[config.mk]
export PLATFORM = sky130hd
export DESIGN_NAME = cmem_access_ctrl
export DESIGN_NICKNAME = d
export VERILOG_FILES = /design/src/rtl/cgra_pkg.sv /design/src/rtl/cmem_access_ctrl_rr_arbiter.sv /design/src/rtl/cmem_access_ctrl.sv
export SDC_FILE = /design/constraint.sdc
export NUM_CORES = 1
export LEC_CHECK = 0
export CORE_AREA = 2 2 88 90
export CTS_CLUSTER_SIZE = 24
export DETAILED_ROUTE_END_ITERATION = 7
export DIE_AREA = 0 0 90 92
export PLACE_DENSITY = 0.68
export SLEW_MARGIN = 5
export SYNTH_ARGS = -nofsm -noshare
export SYNTH_HDL_FRONTEND = slang
export SYNTH_SLANG_ARGS = --single-unit
[constraint.sdc]
create_clock -name clk_i -period 11.2 [get_ports clk_i]
set_clock_uncertainty 0.2 [all_clocks]
set_input_delay 1.12 -clock clk_i [delete_from_list [all_inputs] [get_ports clk_i]]
set_output_delay 1.12 -clock clk_i [all_outputs]
set_load 0.02 [all_outputs]
[src/rtl/cgra_pkg.sv]
// ---------------------------------------------------------------------------
// cgra_pkg
//   Shared CGRA constants and types. This file holds the array dimensions
//   (row count, context-memory depth) and the context-memory power state
//   encoding with its default idle/wake timing used by cmem_access_ctrl.
// ---------------------------------------------------------------------------
package cgra_pkg;

    // Array geometry
    localparam int N_ROW             = 4;
    localparam int IMEM_N_LINES_LOG2 = 6;

    // Context-memory power management defaults
    localparam int CMEM_IDLE_CYCLES = 64;
    localparam int CMEM_WAKE_CYCLES = 4;

    // Context-memory power state
    typedef enum logic [1:0] {
        CM_ACTIVE    = 2'd0,
        CM_RETENTIVE = 2'd1,
        CM_WAKEUP    = 2'd2
    } cmem_pwr_state_e;

endpackage : cgra_pkg

[src/rtl/cmem_access_ctrl_rr_arbiter.sv]
// ---------------------------------------------------------------------------
// cmem_rr_arbiter
//   Combinational N_ROW-wide round-robin arbiter. Picks the first requester
//   at or after ptr_i, wrapping modulo N_ROW, and returns it one-hot.
//
//   Ports:
//     req_i  in   N_ROW  request vector
//     ptr_i  in   PTR_W  highest-priority index this cycle
//     gnt_o  out  N_ROW  one-hot winner (all zero when no request)
// ---------------------------------------------------------------------------
module cmem_rr_arbiter #(
    parameter int N_ROW = 4,
    parameter int PTR_W = (N_ROW > 1) ? $clog2(N_ROW) : 1
) (
    input  logic [N_ROW-1:0] req_i,
    input  logic [PTR_W-1:0] ptr_i,
    output logic [N_ROW-1:0] gnt_o
);

    logic             found;
    logic [PTR_W:0]   sum;
    logic [PTR_W-1:0] idx;

    // NOTE: every variable gets a default at the top of the block so no path
    // leaves it unassigned; otherwise synthesis would infer a latch.
    always_comb begin
        gnt_o = '0;
        found = 1'b0;
        sum   = '0;
        idx   = '0;
        for (int i = 0; i < N_ROW; i++) begin
            // One extra bit so ptr + i can be folded back below N_ROW even
            // when N_ROW is not a power of two.
            sum = {1'b0, ptr_i} + (PTR_W+1)'(i);
            if (sum >= (PTR_W+1)'(N_ROW)) begin
                sum = sum - (PTR_W+1)'(N_ROW);
            end
            idx = sum[PTR_W-1:0];
            if (!found && req_i[idx]) begin
                gnt_o[idx] = 1'b1;
                found      = 1'b1;
            end
        end
    end

endmodule : cmem_rr_arbiter

[src/rtl/cmem_access_ctrl.sv]
// ---------------------------------------------------------------------------
// cmem_access_ctrl
//   Shares the single address/wdata bus of the per-row context memories
//   between host kernel-load writes and per-row instruction fetches.
//   Fetches are arbitrated round-robin; every requesting row whose address
//   matches the winner's is granted in the same cycle (broadcast). Host and
//   fetch traffic alternate under contention. An idle-based power FSM gates
//   the memory clock and drives retention.
//
//   Grants and cm_* outputs are combinational from the requests and the
//   registered state, so a granted access reaches the memory in the same
//   cycle. row_rvalid_o is the fetch grant delayed by one cycle.
//
//   Ports:
//     clk_i, rst_ni          clock, asynchronous active-low reset
//     host_req_i             host write request
//     host_row_sel_i         rows to write (multi-hot = broadcast)
//     host_addr_i/_wdata_i   write address / data
//     host_gnt_o             write accepted this cycle
//     row_req_i              per-row fetch request
//     row_addr_i             per-row fetch address (unpacked)
//     row_gnt_o              fetch accepted this cycle
//     row_rvalid_o           read data valid on memory rdata
//     cm_row_req_o           memory chip select per row
//     cm_we_o                memory write enable
//     cm_addr_o/cm_wdata_o   shared memory address / write data
//     cm_clk_en_o            memory clock-gate enable
//     cm_set_retentive_no    low = memories in retention
//
//   Optional build macro CMEM_ACCESS_STATS_EN adds stat_clr_i and the
//   saturating counters stat_fetch_cnt_o, stat_bcast_cnt_o and
//   stat_stall_cnt_o.
// ---------------------------------------------------------------------------
module cmem_access_ctrl #(
    parameter int N_ROW       = cgra_pkg::N_ROW,
    parameter int ADDR_W      = cgra_pkg::IMEM_N_LINES_LOG2,
    parameter int DATA_W      = 32,
    parameter int IDLE_CYCLES = cgra_pkg::CMEM_IDLE_CYCLES,
    parameter int WAKE_CYCLES = cgra_pkg::CMEM_WAKE_CYCLES
) (
    input  logic              clk_i,
    input  logic              rst_ni,

    input  logic              host_req_i,
    input  logic [N_ROW-1:0]  host_row_sel_i,
    input  logic [ADDR_W-1:0] host_addr_i,
    input  logic [DATA_W-1:0] host_wdata_i,
    output logic              host_gnt_o,

    input  logic [N_ROW-1:0]  row_req_i,
    input  logic [ADDR_W-1:0] row_addr_i [N_ROW],
    output logic [N_ROW-1:0]  row_gnt_o,
    output logic [N_ROW-1:0]  row_rvalid_o,

`ifdef CMEM_ACCESS_STATS_EN
    input  logic              stat_clr_i,
    output logic [31:0]       stat_fetch_cnt_o,
    output logic [31:0]       stat_bcast_cnt_o,
    output logic [31:0]       stat_stall_cnt_o,
`endif

    output logic [N_ROW-1:0]  cm_row_req_o,
    output logic              cm_we_o,
    output logic [ADDR_W-1:0] cm_addr_o,
    output logic [DATA_W-1:0] cm_wdata_o,
    output logic              cm_clk_en_o,
    output logic              cm_set_retentive_no
);

    import cgra_pkg::*;

    localparam int PTR_W  = (N_ROW > 1) ? $clog2(N_ROW) : 1;
    localparam int IDLE_W = $clog2(IDLE_CYCLES + 1);
    localparam int WAKE_W = (WAKE_CYCLES > 1) ? $clog2(WAKE_CYCLES) : 1;

    localparam logic [IDLE_W-1:0] IDLE_LAST = IDLE_W'(IDLE_CYCLES - 1);
    localparam logic [WAKE_W-1:0] WAKE_LOAD = WAKE_W'(WAKE_CYCLES - 1);
    localparam logic [PTR_W-1:0]  PTR_LAST  = PTR_W'(N_ROW - 1);

    // ------------------------------------------------------------------
    // State
    // ------------------------------------------------------------------
    cmem_pwr_state_e   state_q, state_d;
    logic [IDLE_W-1:0] idle_cnt_q, idle_cnt_d;
    logic [WAKE_W-1:0] wake_cnt_q, wake_cnt_d;
    logic [PTR_W-1:0]  rr_ptr_q, rr_ptr_d;
    logic              last_was_host_q, last_was_host_d;
    logic [N_ROW-1:0]  rvalid_q;

    // ------------------------------------------------------------------
    // Request summary and arbitration
    // ------------------------------------------------------------------
    logic              any_row_req;
    logic              any_req;
    logic              arb_en;
    logic              retentive_n;
    logic              host_win;
    logic              fetch_win;
    logic [N_ROW-1:0]  win_oh;
    logic [PTR_W-1:0]  win_idx;
    logic [ADDR_W-1:0] win_addr;
    logic [N_ROW-1:0]  row_gnt;
    logic [N_ROW-1:0]  cm_row_req;

    assign any_row_req = |row_req_i;
    assign any_req     = host_req_i | any_row_req;

    // Under contention the host only wins when the previous grant was a
    // fetch, so host and fetch traffic strictly alternate.
    assign host_win  = arb_en & host_req_i & (~any_row_req | ~last_was_host_q);
    assign fetch_win = arb_en & ~host_win & any_row_req;

    cmem_rr_arbiter #(
        .N_ROW (N_ROW),
        .PTR_W (PTR_W)
    ) u_rr_arbiter (
        .req_i (row_req_i),
        .ptr_i (rr_ptr_q),
        .gnt_o (win_oh)
    );

    always_comb begin
        win_idx = '0;
        for (int r = 0; r < N_ROW; r++) begin
            if (win_oh[r]) begin
                win_idx = PTR_W'(r);
            end
        end
        win_addr = row_addr_i[win_idx];

        // Broadcast: every requester fetching the winner's line rides along.
        row_gnt = '0;
        for (int r = 0; r < N_ROW; r++) begin
            row_gnt[r] = fetch_win & row_req_i[r] & (row_addr_i[r] == win_addr);
        end

        cm_row_req = host_win ? host_row_sel_i : row_gnt;

        rr_ptr_d = rr_ptr_q;
        if (fetch_win) begin
            rr_ptr_d = (win_idx == PTR_LAST) ? '0 : win_idx + PTR_W'(1);
        end

        last_was_host_d = last_was_host_q;
        if (host_win) begin
            last_was_host_d = 1'b1;
        end else if (fetch_win) begin
            last_was_host_d = 1'b0;
        end
    end

    // ------------------------------------------------------------------
    // Power FSM: next state
    // ------------------------------------------------------------------
    always_comb begin
        state_d     = state_q;
        idle_cnt_d  = idle_cnt_q;
        wake_cnt_d  = wake_cnt_q;
        arb_en      = 1'b0;
        retentive_n = 1'b1;

        unique case (state_q)
            CM_ACTIVE: begin
                arb_en = 1'b1;
                if (any_req) begin
                    idle_cnt_d = '0;
                end else if (idle_cnt_q == IDLE_LAST) begin
                    // This idle cycle is the IDLE_CYCLES-th in a row.
                    state_d    = CM_RETENTIVE;
                    idle_cnt_d = '0;
                end else begin
                    idle_cnt_d = idle_cnt_q + IDLE_W'(1);
                end
            end

            CM_RETENTIVE: begin
                retentive_n = 1'b0;
                if (any_req) begin
                    state_d    = CM_WAKEUP;
                    wake_cnt_d = WAKE_LOAD;
                end
            end

            CM_WAKEUP: begin
                // Leave as the count reaches zero, so the first grant comes
                // WAKE_CYCLES cycles after the waking request.
                if (wake_cnt_q <= WAKE_W'(1)) begin
                    state_d = CM_ACTIVE;
                end
                if (wake_cnt_q != '0) begin
                    wake_cnt_d = wake_cnt_q - WAKE_W'(1);
                end
            end

            default: begin
                state_d = CM_ACTIVE;
            end
        endcase
    end

    // ------------------------------------------------------------------
    // State registers
    // ------------------------------------------------------------------
    // NOTE: sequential state uses non-blocking assignments so every register
    // samples the pre-edge value of every other register.
    always_ff @(posedge clk_i or negedge rst_ni) begin
        if (!rst_ni) begin
            state_q         <= CM_ACTIVE;
            idle_cnt_q      <= '0;
            wake_cnt_q      <= '0;
            rr_ptr_q        <= '0;
            last_was_host_q <= 1'b0;
            rvalid_q        <= '0;
        end else begin
            state_q         <= state_d;
            idle_cnt_q      <= idle_cnt_d;
            wake_cnt_q      <= wake_cnt_d;
            rr_ptr_q        <= rr_ptr_d;
            last_was_host_q <= last_was_host_d;
            rvalid_q        <= row_gnt;
        end
    end

    // ------------------------------------------------------------------
    // Outputs
    // ------------------------------------------------------------------
    assign host_gnt_o   = host_win;
    assign row_gnt_o    = row_gnt;
    assign row_rvalid_o = rvalid_q;

    assign cm_row_req_o = cm_row_req;
    // A host grant with no rows selected is accepted but touches no memory.
    assign cm_we_o      = host_win & (|host_row_sel_i);
    assign cm_addr_o    = host_win  ? host_addr_i :
                          fetch_win ? win_addr    : '0;
    assign cm_wdata_o   = host_win  ? host_wdata_i : '0;

    // The clock stays on for the cycle after a fetch so rdata remains valid.
    assign cm_clk_en_o         = retentive_n & ((|cm_row_req) | (|rvalid_q));
    assign cm_set_retentive_no = retentive_n;

`ifdef CMEM_ACCESS_STATS_EN
    // ------------------------------------------------------------------
    // Saturating access statistics
    // ------------------------------------------------------------------
    logic [31:0] stat_fetch_q, stat_bcast_q, stat_stall_q;
    logic        bcast_hit;
    logic        stall_hit;

    // More than one bit set: clearing the lowest set bit leaves a residue.
    assign bcast_hit = fetch_win & ((row_gnt & (row_gnt - N_ROW'(1))) != '0);
    assign stall_hit = |(row_req_i & ~row_gnt);

    always_ff @(posedge clk_i or negedge rst_ni) begin
        if (!rst_ni) begin
            stat_fetch_q <= '0;
            stat_bcast_q <= '0;
            stat_stall_q <= '0;
        end else if (stat_clr_i) begin
            stat_fetch_q <= '0;
            stat_bcast_q <= '0;
            stat_stall_q <= '0;
        end else begin
            if (fetch_win && (stat_fetch_q != '1)) stat_fetch_q <= stat_fetch_q + 32'd1;
            if (bcast_hit && (stat_bcast_q != '1)) stat_bcast_q <= stat_bcast_q + 32'd1;
            if (stall_hit && (stat_stall_q != '1)) stat_stall_q <= stat_stall_q + 32'd1;
        end
    end

    assign stat_fetch_cnt_o = stat_fetch_q;
    assign stat_bcast_cnt_o = stat_bcast_q;
    assign stat_stall_cnt_o = stat_stall_q;
`endif

endmodule : cmem_access_ctrl

==> out/results.ini <==
[run_status]
outcome=completed

[timing]
finalHoldViolations=0
worst_pin_slew_ps=802
period_share_pct=55.8
fmax_mhz=160
hold_ws_ps=299
period_needed_ps=6250
drv_slew=0
setup_tns_ps=0
slew_headroom_pct=46.4
rsz0062_at_grt=no
setup_viol=0

[global_route]
grt_antenna_before_repair=0
grt_pass1_vias=2790
grt_max_degree=46
grt.total_usage_pct=22.6
grt_pass1_wl_um=15100
grt_remaining_overflow=0

[floorplanning]
initial_core_util_pct=35.4
die_y_um=92
ioPinCount=127
rows=32
fp.dieW_um=90
fp.dieArea_mm2=0.00828
core_mm2=0.00745

[synthesis]
ys_seq_area_share_pct=17.1
synth.ff_latch_count=18
synth-edff-count=0
synth_ff_type=dfrtp_1
avgSynthCellArea_um2=7.64
netlist_area_mm2=0.00264
yosysMostFrequentCell=and2_1
syn-num-nets=428
synth_commonest_cells=35 x and2_1, 28 x o21ai_0, 26 x nand2_1
synth_top_area_share_pct=17.1
synthCells=345
yosysTopAreaCell=dfrtp_1
synth_cell_types=72
yosys-top-cells-area=dfrtp_1 17%, and2_1 8.3%, o21ai_0 5.3%, xnor2_1 5.3%, ha_1 4.7%
yosysWarnings=0
async_reset_ff_share_pct=100

[cells_and_area]
diodes=0
stdcell_count=552
drive_gt1_share_pct=5.78
seqCellArea_um2=450
nets=534
area_growth_syn_to_layout_pct=50.4
num-fill-cells=738
multi_input_area_mm2=0.00199

[power]
peakVddDrop_mv=0.0779
leakagePower_nw=1.60
p_per_area_mw_per_mm2=218

[drt]
drc_errors=0
routed_wirelength_um=9690
num_vias=3003
drt_iter0_drc=167
avgRoutedWirePerCell_um=17.6
viasPerCell=5.44
ant_nets=0
first_pass_iters=7

[critical_path]
crit_path_end_kind=primary output
crit_arrival_ps=4930
r2r_end=row_rvalid_o[3]
r2r_slack_ps=7170
critPathKind=input pin to primary output
cpMostUsedCell=clkdlybuf4s50_1
reg2reg_depth=10
start_kind=input pin
worstPathRequired_ps=9880
path_max_fanout=8
reg2reg_from=rr_ptr_q[0]
critPathSlowestCell=mux4_1
slowest_delay_ps=640
crit_chain=clkdlybuf4s50_1, mux4_1, and3b_1, a21oi_2, nand2_1, mux2i_1, a2111oi_1, a211oi_1, a21o_1, o41a_1, clkdlybuf4s50_1

[worst_hold_path]
holdPathEnd=idle_cnt_q[6]
min-delay-start=idle_cnt_q[6]
hold_depth=1
hp-class=flip-flop to flip-flop

[clock_tree]
cts-resized-gates=0
cts_tree=done
htree_levels=1
cts_buffer_depth=2
clkSinkCount=18
cts_hold_buf=0
numCtsBuffers=3
clkTransAtPathRegs_ps=70
post_cts.repair.setup_buffers=0
clockRootBuffer=clkbuf_8
clk_latency_ps=260

[job]
drv_cap=0

[placed_design]
hpwlAfterDp_um=7900
routabilityCongestion=0.970
dp.cells=548
port-buffer-count=126

[how the worst max path moves through the flow]
stage,from,to,slack (ps),cells past startpoint
floorplan,row_req_i[1],cm_clk_en_o,6080,9
global placement,row_req_i[2],cm_clk_en_o,5050,11
detailed placement,row_req_i[3],cm_clk_en_o,5040,11
CTS,row_req_i[2],cm_clk_en_o,5030,11
global route,row_req_i[2],cm_clk_en_o,4730,11
finish,row_req_i[2],cm_clk_en_o,4950,11
[metrics by stage]
stage                     worst slack, ps  total power (W)  cell area (um^2)  utilization [%]
after CTS                            5030         0.000861              3960             53.2
after floorplan                      6080         0.000578              2640                -
after global placement               5050         0.000811              3910             52.5
after detailed placement             5040         0.000805              3910             52.5
final                                4950         0.000864              3960             53.2
after global routing                 4730         0.000924              3960             53.2
[cell families after synthesis]
logic type	count (synthesis)	share of synthesized area, %
adders and majority gates	10	4.75
muxes	12	6.98
and+or+nand+nor	129	27.3
buffers and inverters	45	7.50
xor gates and xnor gates	28	9.31
AOI/OAI and AO/OA	103	27.1
DFF	18	17.1
[cell usage in the layout (no fill, tap or decap), types with 2 or more instances in the layout]
master	instances
clkdlybuf4s50_1	126
and2_1	35
o21ai_0	28
nand2_1	26
a21oi_1	20
inv_1	19
dfrtp_1	18
xnor2_1	16
xor2_1	12
nor2_1	11
nand3_1	11
ha_1	10
and3_1	9
nand2b_1	7
nor3_1	7
a21o_1	5
mux2i_1	5
o31ai_1	4
o22ai_1	4
nor4_1	4
clkbuf_8	4
nor2b_1	3
or2_2	3
a31oi_1	3
o211ai_1	3
or4_1	2
a21oi_2	2
mux4_1	2
mux4_2	2
and3b_1	2
nand3_2	2
mux2_2	2
a221o_1	2
a211o_1	2
o221ai_1	2
a211oi_1	2
a22o_1	2
o41a_1	2
[flip-flops by register name, summed over array words and instances, names as in the netlist]
name and count:
last_was_host_q 1, idle_cnt_q 7, wake_cnt_q 2, state_q 2, rr_ptr_q 2, row_rvalid_o 4
[worst max-delay path: cells and delay by family]
| family | cells | cell delay (ps) |
|---|---|---|
| compound gates | 5 | 1380 |
| buf+inv | 2 | 1090 |
| mux | 2 | 830 |
| simple gates | 2 | 500 |
[report_power, final]
part	internal, W	total, W	switching (W)	leakage [nW]
clock network	0.0000313	0.0000543	0.0000230	0.0288
registers	0.0000771	0.0000928	0.0000157	0.243
logic	0.000310	0.000717	0.000407	1.33
[layout make-up]
class	count	area share (%)
multi-input cells	282	50.2
inverters	19	1.80
well taps	102	3.22
flip-flops and latches	18	11.4
repair buffers	127	32.0
clock buffers	4	1.39
[routing by layer]
metal	GRT usage (%)	wire length (um)
met1	27.2	3990
met2	41.2	4850
met3	3.94	655
met4	6.41	198
met5	0	0
No activity file was read; power rests on OpenSTA's default activity.
